<file path="config.mk">
export PLATFORM = sky130hd
export DESIGN_NAME = smpl_capture
export DESIGN_NICKNAME = d
export VERILOG_FILES = /design/src/rtl/smpl_capture.sv
export SDC_FILE = /design/constraint.sdc
export NUM_CORES = 1
export LEC_CHECK = 0
export BUFFER_PORTS_ARGS = -buffer_cell sky130_fd_sc_hd__buf_4
export CORE_MARGIN = 3
export CORE_UTILIZATION = 50
export DETAILED_ROUTE_END_ITERATION = 6
export PLACE_DENSITY = 0.83
export SLEW_MARGIN = 20
export SYNTH_ARGS = -nofsm -noshare
export SYNTH_HDL_FRONTEND = slang
export SYNTH_SLANG_ARGS = --single-unit
</file>
<file path="constraint.sdc">
create_clock -name clk -period 2.28 [get_ports clk]
set_input_delay 0.228 -clock clk [delete_from_list [all_inputs] [get_ports clk]]
set_output_delay 0.228 -clock clk [all_outputs]
set_load 0.02 [all_outputs]
</file>
<file path="src/rtl/smpl_capture.sv">
// rtl/smpl_capture.sv - circular sample-RAM capture controller with pre/post trigger sequencing
//
// Ports:
//   clk, rst_n      clock and synchronous active-low reset
//   smpl, smpl_en   packed sample word and its one-clk strobe
//   run, abort      one-clk start / abort pulses (abort has priority)
//   trig            one-clk trigger event
//   trig_pos        number of post-trigger words, latched when run is accepted
//   we/waddr/wdata  registered RAM write port
//   armed, triggered, capture_done   status flags
//   trig_addr       address of the first post-trigger word
//   oldest_addr     write pointer; the oldest buffered word once DONE
module smpl_capture #(
    parameter int ADDR_W = 9
) (
    input  logic              clk,
    input  logic              rst_n,
    input  logic [7:0]        smpl,
    input  logic              smpl_en,
    input  logic              run,
    input  logic              abort,
    input  logic              trig,
    input  logic [ADDR_W-1:0] trig_pos,
    output logic              we,
    output logic [ADDR_W-1:0] waddr,
    output logic [7:0]        wdata,
    output logic              armed,
    output logic              triggered,
    output logic              capture_done,
    output logic [ADDR_W-1:0] trig_addr,
    output logic [ADDR_W-1:0] oldest_addr
);

    typedef enum logic [2:0] {
        S_IDLE,
        S_PRE,
        S_ARMED,
        S_POST,
        S_DONE
    } state_t;

    state_t            state;
    state_t            state_nxt;
    logic [ADDR_W-1:0] wptr;
    logic [ADDR_W-1:0] pre_cnt;
    logic [ADDR_W-1:0] post_cnt;
    logic [ADDR_W-1:0] trig_pos_l;
    logic [ADDR_W-1:0] pre_inc;
    logic [ADDR_W-1:0] post_inc;
    logic [ADDR_W-1:0] pre_target;
    logic              start;
    logic              wr;
    logic              take_trig;

    assign pre_inc  = pre_cnt + ADDR_W'(1);
    assign post_inc = post_cnt + ADDR_W'(1);
    // ENTRIES - trig_pos_l; trig_pos_l is never 0, so the modulo result is exact.
    assign pre_target = ADDR_W'(0) - trig_pos_l;

    assign armed        = (state == S_ARMED);
    assign capture_done = (state == S_DONE);
    assign oldest_addr  = wptr;

    always_ff @(posedge clk) begin
        if (!rst_n) begin
            state <= S_IDLE;
        end else begin
            state <= state_nxt;
        end
    end

    always_comb begin
        state_nxt = state;
        start     = 1'b0;
        wr        = 1'b0;
        take_trig = 1'b0;
        if (abort) begin
            state_nxt = S_IDLE;
        end else begin
            case (state)
                S_IDLE, S_DONE: begin
                    if (run) begin
                        start     = 1'b1;
                        state_nxt = S_PRE;
                    end
                end
                S_PRE: begin
                    if (smpl_en) begin
                        wr = 1'b1;
                        if (pre_inc == pre_target) begin
                            state_nxt = S_ARMED;
                        end
                    end
                end
                S_ARMED: begin
                    wr = smpl_en;
                    if (trig) begin
                        take_trig = 1'b1;
                        // A coincident word is post word 1 and may already finish the capture.
                        if (smpl_en && (trig_pos_l == ADDR_W'(1))) begin
                            state_nxt = S_DONE;
                        end else begin
                            state_nxt = S_POST;
                        end
                    end
                end
                S_POST: begin
                    if (smpl_en) begin
                        wr = 1'b1;
                        if (post_inc == trig_pos_l) begin
                            state_nxt = S_DONE;
                        end
                    end
                end
                default: state_nxt = S_IDLE;
            endcase
        end
    end

    always_ff @(posedge clk) begin
        if (!rst_n) begin
            wptr       <= '0;
            pre_cnt    <= '0;
            post_cnt   <= '0;
            trig_pos_l <= ADDR_W'(1);
            we         <= 1'b0;
            waddr      <= '0;
            wdata      <= '0;
            trig_addr  <= '0;
            triggered  <= 1'b0;
        end else begin
            we <= wr;
            if (wr) begin
                waddr <= wptr;
                wdata <= smpl;
                wptr  <= wptr + ADDR_W'(1);
            end
            if (start) begin
                wptr       <= '0;
                pre_cnt    <= '0;
                post_cnt   <= '0;
                triggered  <= 1'b0;
                trig_pos_l <= (trig_pos == '0) ? ADDR_W'(1) : trig_pos;
            end
            if (wr && (state == S_PRE)) begin
                pre_cnt <= pre_inc;
            end
            if (take_trig) begin
                triggered <= 1'b1;
                trig_addr <= wptr;
                post_cnt  <= smpl_en ? ADDR_W'(1) : '0;
            end else if (wr && (state == S_POST)) begin
                post_cnt <= post_inc;
            end
            if (abort) begin
                triggered <= 1'b0;
            end
        end
    end

endmodule

</file>
# Yosys cells after proc, flatten, opt, wreduce, memory -nomap -nowiden
# Index checks and enable logic that the tools add are counted.
[op_classes] eq_ne=13 mux=25 bitwise=1 add_sub_neg=4 n_reduce_logical=13
[op_table] op="$mux 9" count=5
[op_table] op="$add 9x1->9 const B" count=3
[op_table] op="$mux 3" count=7
[op_table] op="$eq 9x9->1" count=2
[op_table] op="$ne 2x2->1 const B" count=6
[op_table] op="$pmux 3 s4" count=1
[op_table] op="$mux 1" count=11
[op_table] op="$eq 9x1->1 const B" count=1
[op_table] op="$logic_not 9->1" count=1
[op_table] op="$sub 1x9->9 const A" count=1
[op_table] op="$reduce_or 2->1" count=4
[op_table] op="$eq 3x2->1 const B" count=2
[op_table] op="$reduce_and 6->1" count=1
[op_table] op="$reduce_bool 2->1" count=2
[op_table] op="$eq 3x1->1 const B" count=1
[op_table] op="$eq 3x3->1 const B" count=1
[op_table] op="$logic_and 1x1->1" count=3
[op_table] op="$logic_not 3->1" count=1
[op_table] op="$reduce_bool 3->1" count=1
[op_table] op="$pmux 1 s2" count=1
[op_table] op="$not 1->1" count=1
[word_totals] ff_bits=67 elab_cells=66

# Depth between registers and ports, before layout
# Gate-level depths: netlist of the first run.
[logic_depth] depth_word=7 depth_mapped=8 depth_no_buf=8

# Worst setup path before layout of the first run
# No wires, ideal clock.
[synth_path] path_type="register -> register" start="register trig_pos_l[2]" end="register state[0]" arrival_ns=2.371 synth_period_minus_slack_ns=2.493 stages_incl_launch_ff=8 required_time_ns=2.158 slack_ns=-0.213 setup_ns=0.122 path_cell_list="dfxtp_1 -> buf_6 -> or4_4 -> or3_4 -> nand3_2 -> or3b_1 -> o41a_1 -> o311a_1"
[synth_between] elab_chain_len=5 word_cells_on_any_way=11
[synth_lines] item="from (decl)" line="47" rtl="logic [ADDR_W-1:0] trig_pos_l;"
[synth_lines] item="from (signal assigned)" line="143" rtl="trig_pos_l <= (trig_pos == '0) ? ADDR_W'(1) : trig_pos;"
[synth_lines] item="parallel branches: the longest is 5 deep, another holds $sub 1x9->9"
[synth_lines] item="to (signal assigned)" line="68" rtl="state <= state_nxt;"
[synth_lines] item="to (decl)" line="42" rtl="state_t state;"
# Several ways; the timed one is not identified. The select of a mux whose other input is x is not followed.
# A chain may end at the register's enable or synchronous reset.

# Worst setup path in the final report of the first run
# Same ends and word-level chain as after synthesis.

==> run_results.csv, run 1 <==
group,metric,value,unit
hold_path,hp-start,"smpl[0]",
setup_path,crit_fanout,4,
logic_synthesis,synth-seq-cells,67,
setup_path,cpMaxStageDelayCell,"or4_4",
final_layout,layout-drive-gt1-share,24.2,%
logic_synthesis,ys_seq_area_share,38.3,%
clock_tree,ctsHoldBuffers,0,
setup_path,crit_type,"register to register",
setup_path,required,2510,ps
die,dieWidth,89.7,um
final_layout,fill_cells,500,
setup_path,crit_cells,6,
timing,slew_violations,0,
setup_path,r2r-end,"state[0]$_SDFFE_PP0P_",
power_and_ir_drop,powerDensity,567,nW/um^2
setup_path,arrival,2680,ps
logic_synthesis,synth_edf_count,0,
setup_path,critPathLaunchType,"register",
timing,tightest_slew,624,ps
logic_synthesis,synth_mux_area_share,2.86,%
timing,finalSetupViolations,1,
drt,routed_wl,8.88,mm
drt,drt_iter0_drc,172,
die,io_pins,62,
place,dpl_worst_slack,-156,ps
power_and_ir_drop,total_power,2.55,mW
grt,grtUsageTotal,23.5,%
place,io_buffers,61,
timing,fin_ws,-165,ps
final_layout,area_delta_synth_final,28.5,%
flow_run,drv_cap,0,
die,core,6570,um^2
clock_tree,clkSinkCount,67,
logic_synthesis,synthArstFlopShare,0,%
timing,tns,-165,ps
final_layout,fin_util,68.5,%
die,die_h,89.7,um
hold_path,hold_depth,3,
power_and_ir_drop,power_leakage,1.76,nW
timing,slew_headroom,58.4,%
power_and_ir_drop,peakVddDrop,0.426,mV
timing,fmax,409,MHz
drt,via_per_inst,5.37,
grt,grt_pass1_wl,14.7,mm
logic_synthesis,synth_fa_ha_area_share,1.79,%
clock_tree,cts-root-buf,"clkbuf_8",
logic_synthesis,syn_inst,426,
logic_synthesis,yosys.area_share.simple,27.8,%
status,violations,"setup timing",
clock_tree,cts_buffer_depth,2,
grt,gr-total-overflow,0,
grt,antenna_found_initial,0,
status,outcome,"complete, but fails checks",
setup_path,endpoint_kind,"register",
logic_synthesis,synth_compound_area_share,15.6,%
drt,ant_nets,0,
timing,hold_viol_final,0,
clock_tree,cts-buffers-inserted,9,
logic_synthesis,syn_area,3500,um^2
drt,drc,0,
clock_tree,cts_setup_buffers,0,
setup_path,r2r_cells,6,
setup_path,rrSetupSlack,-160,ps
logic_synthesis,synth_flop_cell,"dfxtp_1",
setup_path,crit_family,"simple AND/OR/NAND/NOR gates",
logic_synthesis,synth.area.top_cells,"dfxtp_1 38%, nand2_1 7.3%, a21boi_0 5.8%",
drt,vias,3275,
logic_synthesis,yosys_warnings,0,
clock_tree,htree_num_levels,3,
place,hpwl,6.49,mm
final_layout,diodes,0,
final_layout,final_nets,540,
setup_path,r2r-start,"trig_pos_l[2]$_SDFFE_PN0P_",
setup_path,worst-path-buf-inv,0,
logic_synthesis,synth_top_family_by_area,"simple AND/OR/NAND/NOR gates",
die,start_util,53.3,%
timing,fin_crit_sh,107,%
logic_synthesis,syn_avg_cell_area,8.22,um^2
grt,grt_start_max_net_pins,37,
logic_synthesis,ys_types,49,
drt,wl_per_cell,14.6,um
die,die-area,8040,um^2
timing,skew,7.34,ps
grt,grt_pass1_vias,3204,
die,rows,29,
hold_path,hold_class,"input port to register",
logic_synthesis,synthesis.nets,454,
setup_path,crit_path_cell_trace,"or4_4, or3_4, nand3_2, or3b_1, o41a_1, o311a_1",
clock_tree,ctsResizeCount,1,
logic_synthesis,synth_top_area_share,38.3,%
clock_tree,clock_latency,350,ps
timing,period_minus_slack,2440,ps
clock_tree,cts_tree,"yes",
timing,rsz0062_at_grt,"true",
setup_path,critPathMaxStageDelay,540,ps
place,routabilityCongestion,0.863,
clock_tree,clk_pin_slew_worst_paths,80,ps
hold_path,hold_end,"wdata[0]$_SDFFE_PN0N_",
logic_synthesis,synth_top_cell_by_area,"dfxtp_1",
logic_synthesis,synth_xor_xnor_area_share,9.90,%
drt,drtPass1Iterations,5,
-- layer usage --
layer / vias to the layer above / share of wire, % / GRT usage (%)
li1: 1646 / - / -
met1: 1544 / 44 / 28.2
met2: 71 / 49 / 39.6
met3: 14 / 5.6 / 7.21
met4: 0 / 1.8 / 8.12
met5: - / 0 / 0
-- synth_stat cells, types with 2 or more instances --
master / count
mux2i_1: 10
inv_1: 7
a21boi_0: 27
a31oi_1: 3
o21ai_0: 23
o2111ai_1: 2
nand4_1: 6
dfxtp_1: 67
nand3b_1: 3
a21oi_1: 15
and4_1: 2
nand2b_1: 3
nand3_1: 18
o21a_1: 3
nand2_1: 68
clkbuf_1: 22
nor3b_1: 7
or3_1: 4
and3_1: 7
nor4_1: 7
nor2_1: 22
xnor2_1: 21
xor2_1: 16
a22oi_1: 2
ha_1: 5
and2_1: 6
nor2b_1: 20
nor3_1: 9
-- logic make-up after synthesis --
family	count (synthesis)
and+or+nand+nor	190
AOI/OAI and AO/OA	84
DFF	67
buffers and inverters	32
xor gates and xnor gates	38
muxes	10
adders and majority gates	5
-- power breakdown --
| part | internal (mW) | switching [mW] | total [mW] |
|---|---|---|---|
| Combinational | 0.127 | 0.123 | 0.250 |
| Clock | 0.618 | 0.486 | 1.10 |
| Sequential | 1.18 | 0.0147 | 1.20 |
-- worst register-to-register path: cells and delay by family (launching register included) --
family          cells  cell delay, ps
flops               1             340
simple gates        4            1310
compound gates      2             670
-- cells in the final DEF (no fill, tap or decap), types with 2 or more instances in the layout --
cell          n
a31oi_1       3
nor3b_1       7
inv_1         7
and3_1        7
nand2_1      68
xnor2_1      21
nand3b_1      3
mux2i_1      10
nand3_1      18
and4_1        2
or3_1         4
nor2_1       22
bufinv_16     2
clkinvlp_4    2
o2111ai_1     2
a21oi_1      15
o21ai_0      23
clkbuf_8      9
nand2b_1      3
dfxtp_1      65
a21boi_0     27
ha_1          5
a22oi_1       2
nor4_1        6
nor2b_1      20
and2_1        6
dfxtp_2       2
o21a_1        3
xor2_1       16
buf_4       100
nor3_1        8
nand4_1       6
-- stage by stage --
stage	cells	hold slack, ps	cell area (um^2)
global route	610	131	4500
finish	610	131	4500
global placement	594	443	4280
floorplan	426	373	3500
detailed placement	594	451	4280
CTS	610	119	4490
-- final cells by class --
type                            instances  area, um^2  area share (%)
Clock buffer                           10         128            2.84
Clock inverter                          6        88.8            1.97
Inverter                                7        26.3           0.584
Tap cell                               93         116            2.59
Sequential cell                        67        1340            29.9
Multi-Input combinational cell        327        2050            45.5
Timing Repair Buffer                  100         751            16.7
-- flip-flops by register name, indices dropped and copies added (netlist names) --
signal       cells
state            3
trig_addr        9
post_cnt         9
waddr            9
we               1
trig_pos_l       9
triggered        1
wdata            8
pre_cnt          9
oldest_addr      9
-- worst max-delay path by stage --
stage | start | to | slack [ps]
floorplan | trig_pos_l[2]$_SDFFE_PN0P_ | state[0]$_SDFFE_PP0P_ | -150
global placement | trig_pos_l[2]$_SDFFE_PN0P_ | state[0]$_SDFFE_PP0P_ | -110
detailed placement | trig_pos_l[2]$_SDFFE_PN0P_ | state[0]$_SDFFE_PP0P_ | -160
CTS | trig_pos_l[2]$_SDFFE_PN0P_ | state[0]$_SDFFE_PP0P_ | -170
global route | trig_pos_l[2]$_SDFFE_PN0P_ | state[0]$_SDFFE_PP0P_ | -210
finish | trig_pos_l[2]$_SDFFE_PN0P_ | state[0]$_SDFFE_PP0P_ | -160
No activity file was read; power rests on OpenSTA's default activity.
==> inputs of run 2 (changes only) <==
--- a/config.mk
+++ b/config.mk
@@ -6,7 +6,6 @@
 export NUM_CORES = 1
 export LEC_CHECK = 0
 export BUFFER_PORTS_ARGS = -buffer_cell sky130_fd_sc_hd__buf_4
-export CORE_MARGIN = 3
 export CORE_UTILIZATION = 50
 export DETAILED_ROUTE_END_ITERATION = 6
 export PLACE_DENSITY = 0.83
==> run 2 against run 1 <==
  * The run still ends with setup timing left
  * Fmax fell by 1.3%
  * First-iteration DRC count down 1.7%
  * Total power shrank 4.0%
  * Global-route usage up 1.8 points
  * Via count grew 1.3%
  * Wire length decreased by 0.52%
  * Clock skew down 1.8 ps
  * Critical path depth unchanged
  * Largest power group unchanged
  * Highest routed layer unchanged
==> run_results.csv, run 2 (synthesis results as in run 1) <==
group,metric,value,unit
place,routabilityCongestion,0.893,
timing,fin_ws,-196,ps
status,violations,"setup timing",
grt,grtUsageTotal,25.3,%
final_layout,layout-drive-gt1-share,23.7,%
timing,fmax,404,MHz
clock_tree,cts-buffers-inserted,9,
grt,grt_pass1_vias,3366,
die,die-area,7340,um^2
final_layout,final_nets,534,
drt,drt_iter0_drc,169,
final_layout,final_cell_area,4450,um^2
clock_tree,cts_tree,"yes",
clock_tree,clk_pin_slew_worst_paths,80,ps
timing,whs,135,ps
power_and_ir_drop,peakVddDrop,0.430,mV
setup_path,r2r-end,"state[0]$_SDFFE_PP0P_",
timing,slew_violations,0,
clock_tree,ctsHoldBuffers,0,
timing,period_minus_slack,2480,ps
die,die_h,85.7,um
grt,antenna_found_initial,0,
hold_path,hold_end,"wdata[3]$_SDFFE_PN0N_",
final_layout,fin_util,65.5,%
hold_path,hold_class,"input port to register",
drt,ant_nets,0,
power_and_ir_drop,total_power,2.45,mW
die,start_util,51.5,%
setup_path,r2r-start,"trig_pos_l[2]$_SDFFE_PN0P_",
clock_tree,htree_num_levels,3,
place,dpl_cell_area,4230,um^2
setup_path,endpoint_kind,"register",
hold_path,hp-start,"smpl[3]",
power_and_ir_drop,powerDensity,550,nW/um^2
drt,routed_wl,8.84,mm
final_layout,diodes,0,
die,rows,30,
timing,tightest_slew,646,ps
place,hpwl,6.40,mm
die,dieWidth,85.7,um
status,outcome,"complete, but fails checks",
grt,grt_pass1_wl,14.7,mm
grt,gr-total-overflow,0,
setup_path,required,2520,ps
setup_path,crit_type,"register to register",
timing,skew,5.56,ps
flow_run,drv_cap,0,
final_layout,area_delta_synth_final,27.1,%
timing,finalSetupViolations,2,
final_layout,layout_common_cells,"94 x buf_4, 68 x nand2_1, 65 x dfxtp_1",
clock_tree,clkSinkCount,67,
setup_path,critPathLaunchType,"register",
timing,rsz0062_at_grt,"true",
setup_path,arrival,2720,ps
place,io_buffers,61,
clock_tree,cts_buffer_depth,2,
grt,grt_start_max_net_pins,31,
timing,fin_crit_sh,109,%
timing,hold_viol_final,0,
die,io_pins,62,
power_and_ir_drop,power_leakage,1.72,nW
drt,drc,0,
die,core,6790,um^2
final_layout,final_common_cell,"buf_4",
setup_path,rrSetupSlack,-200,ps
drt,wl_per_cell,14.6,um
drt,drtPass1Iterations,4,
setup_path,crit_fanout,3,
timing,slew_headroom,56.9,%
hold_path,hold_depth,3,
setup_path,r2r_cells,6,
clock_tree,clock_latency,350,ps
drt,vias,3319,
clock_tree,cts-root-buf,"clkbuf_8",
drt,via_per_inst,5.47,
[run 2: critical path, cell delays in order (launching register included)]
cell and delay, ps:
dfxtp_2 340, or4_4 550, or3_4 350, nand3_2 70, or3b_1 360, o41a_1 360, o311a_1 330
[run 2: metal layers]
metal,GRT usage [%],wire length [um]
met5,0,0
met4,12.7,213
met3,6.93,482
met2,43.4,4360
met1,28.9,3790
[run 2: area by class of cell]
class                      instances  area [um^2]
tap                               96          120
sequential                        67         1340
clock buffer                       9          124
timing repair buffer              94          706
fill                             526         2340
inverter                           7         26.3
multi-input combinational        327         2050
clock inverter                     7         77.6
[run 2: how the worst max path moves through the flow]
stage | from | depth (start not counted) | to
5_1_grt | trig_pos_l[2]$_SDFFE_PN0P_ | 6 | state[0]$_SDFFE_PP0P_
3_3_place_gp | trig_pos_l[2]$_SDFFE_PN0P_ | 6 | state[0]$_SDFFE_PP0P_
3_5_place_dp | trig_pos_l[2]$_SDFFE_PN0P_ | 6 | state[0]$_SDFFE_PP0P_
2_1_floorplan | trig_pos_l[2]$_SDFFE_PN0P_ | 7 | state[0]$_SDFFE_PP0P_
6_report | trig_pos_l[2]$_SDFFE_PN0P_ | 6 | state[0]$_SDFFE_PP0P_
4_1_cts | trig_pos_l[2]$_SDFFE_PN0P_ | 6 | state[0]$_SDFFE_PP0P_
[run 2: per-stage QoR]
stage	setup TNS, ps	setup slack [ps]	std cells
6_report	-279	-196	607
3_5_place_dp	-147	-147	590
3_3_place_gp	-108	-108	590
5_1_grt	-367	-240	607
4_1_cts	-191	-191	606
2_1_floorplan	-154	-154	426
[run 2: report_power, final]
part,internal [mW],switching (mW),total (mW)
clock network,0.510,0.498,1.01
logic,0.119,0.123,0.243
registers,1.18,0.0154,1.20
[run 2: repair_timing]
item                       in CTS  in global routing
hold endpoints to repair        0                  0
cloned                          0                  0
setup endpoints to repair       1                  3
pin swaps                       0                  1
setup buffers                   0                  1
gates resized for setup         3                  2
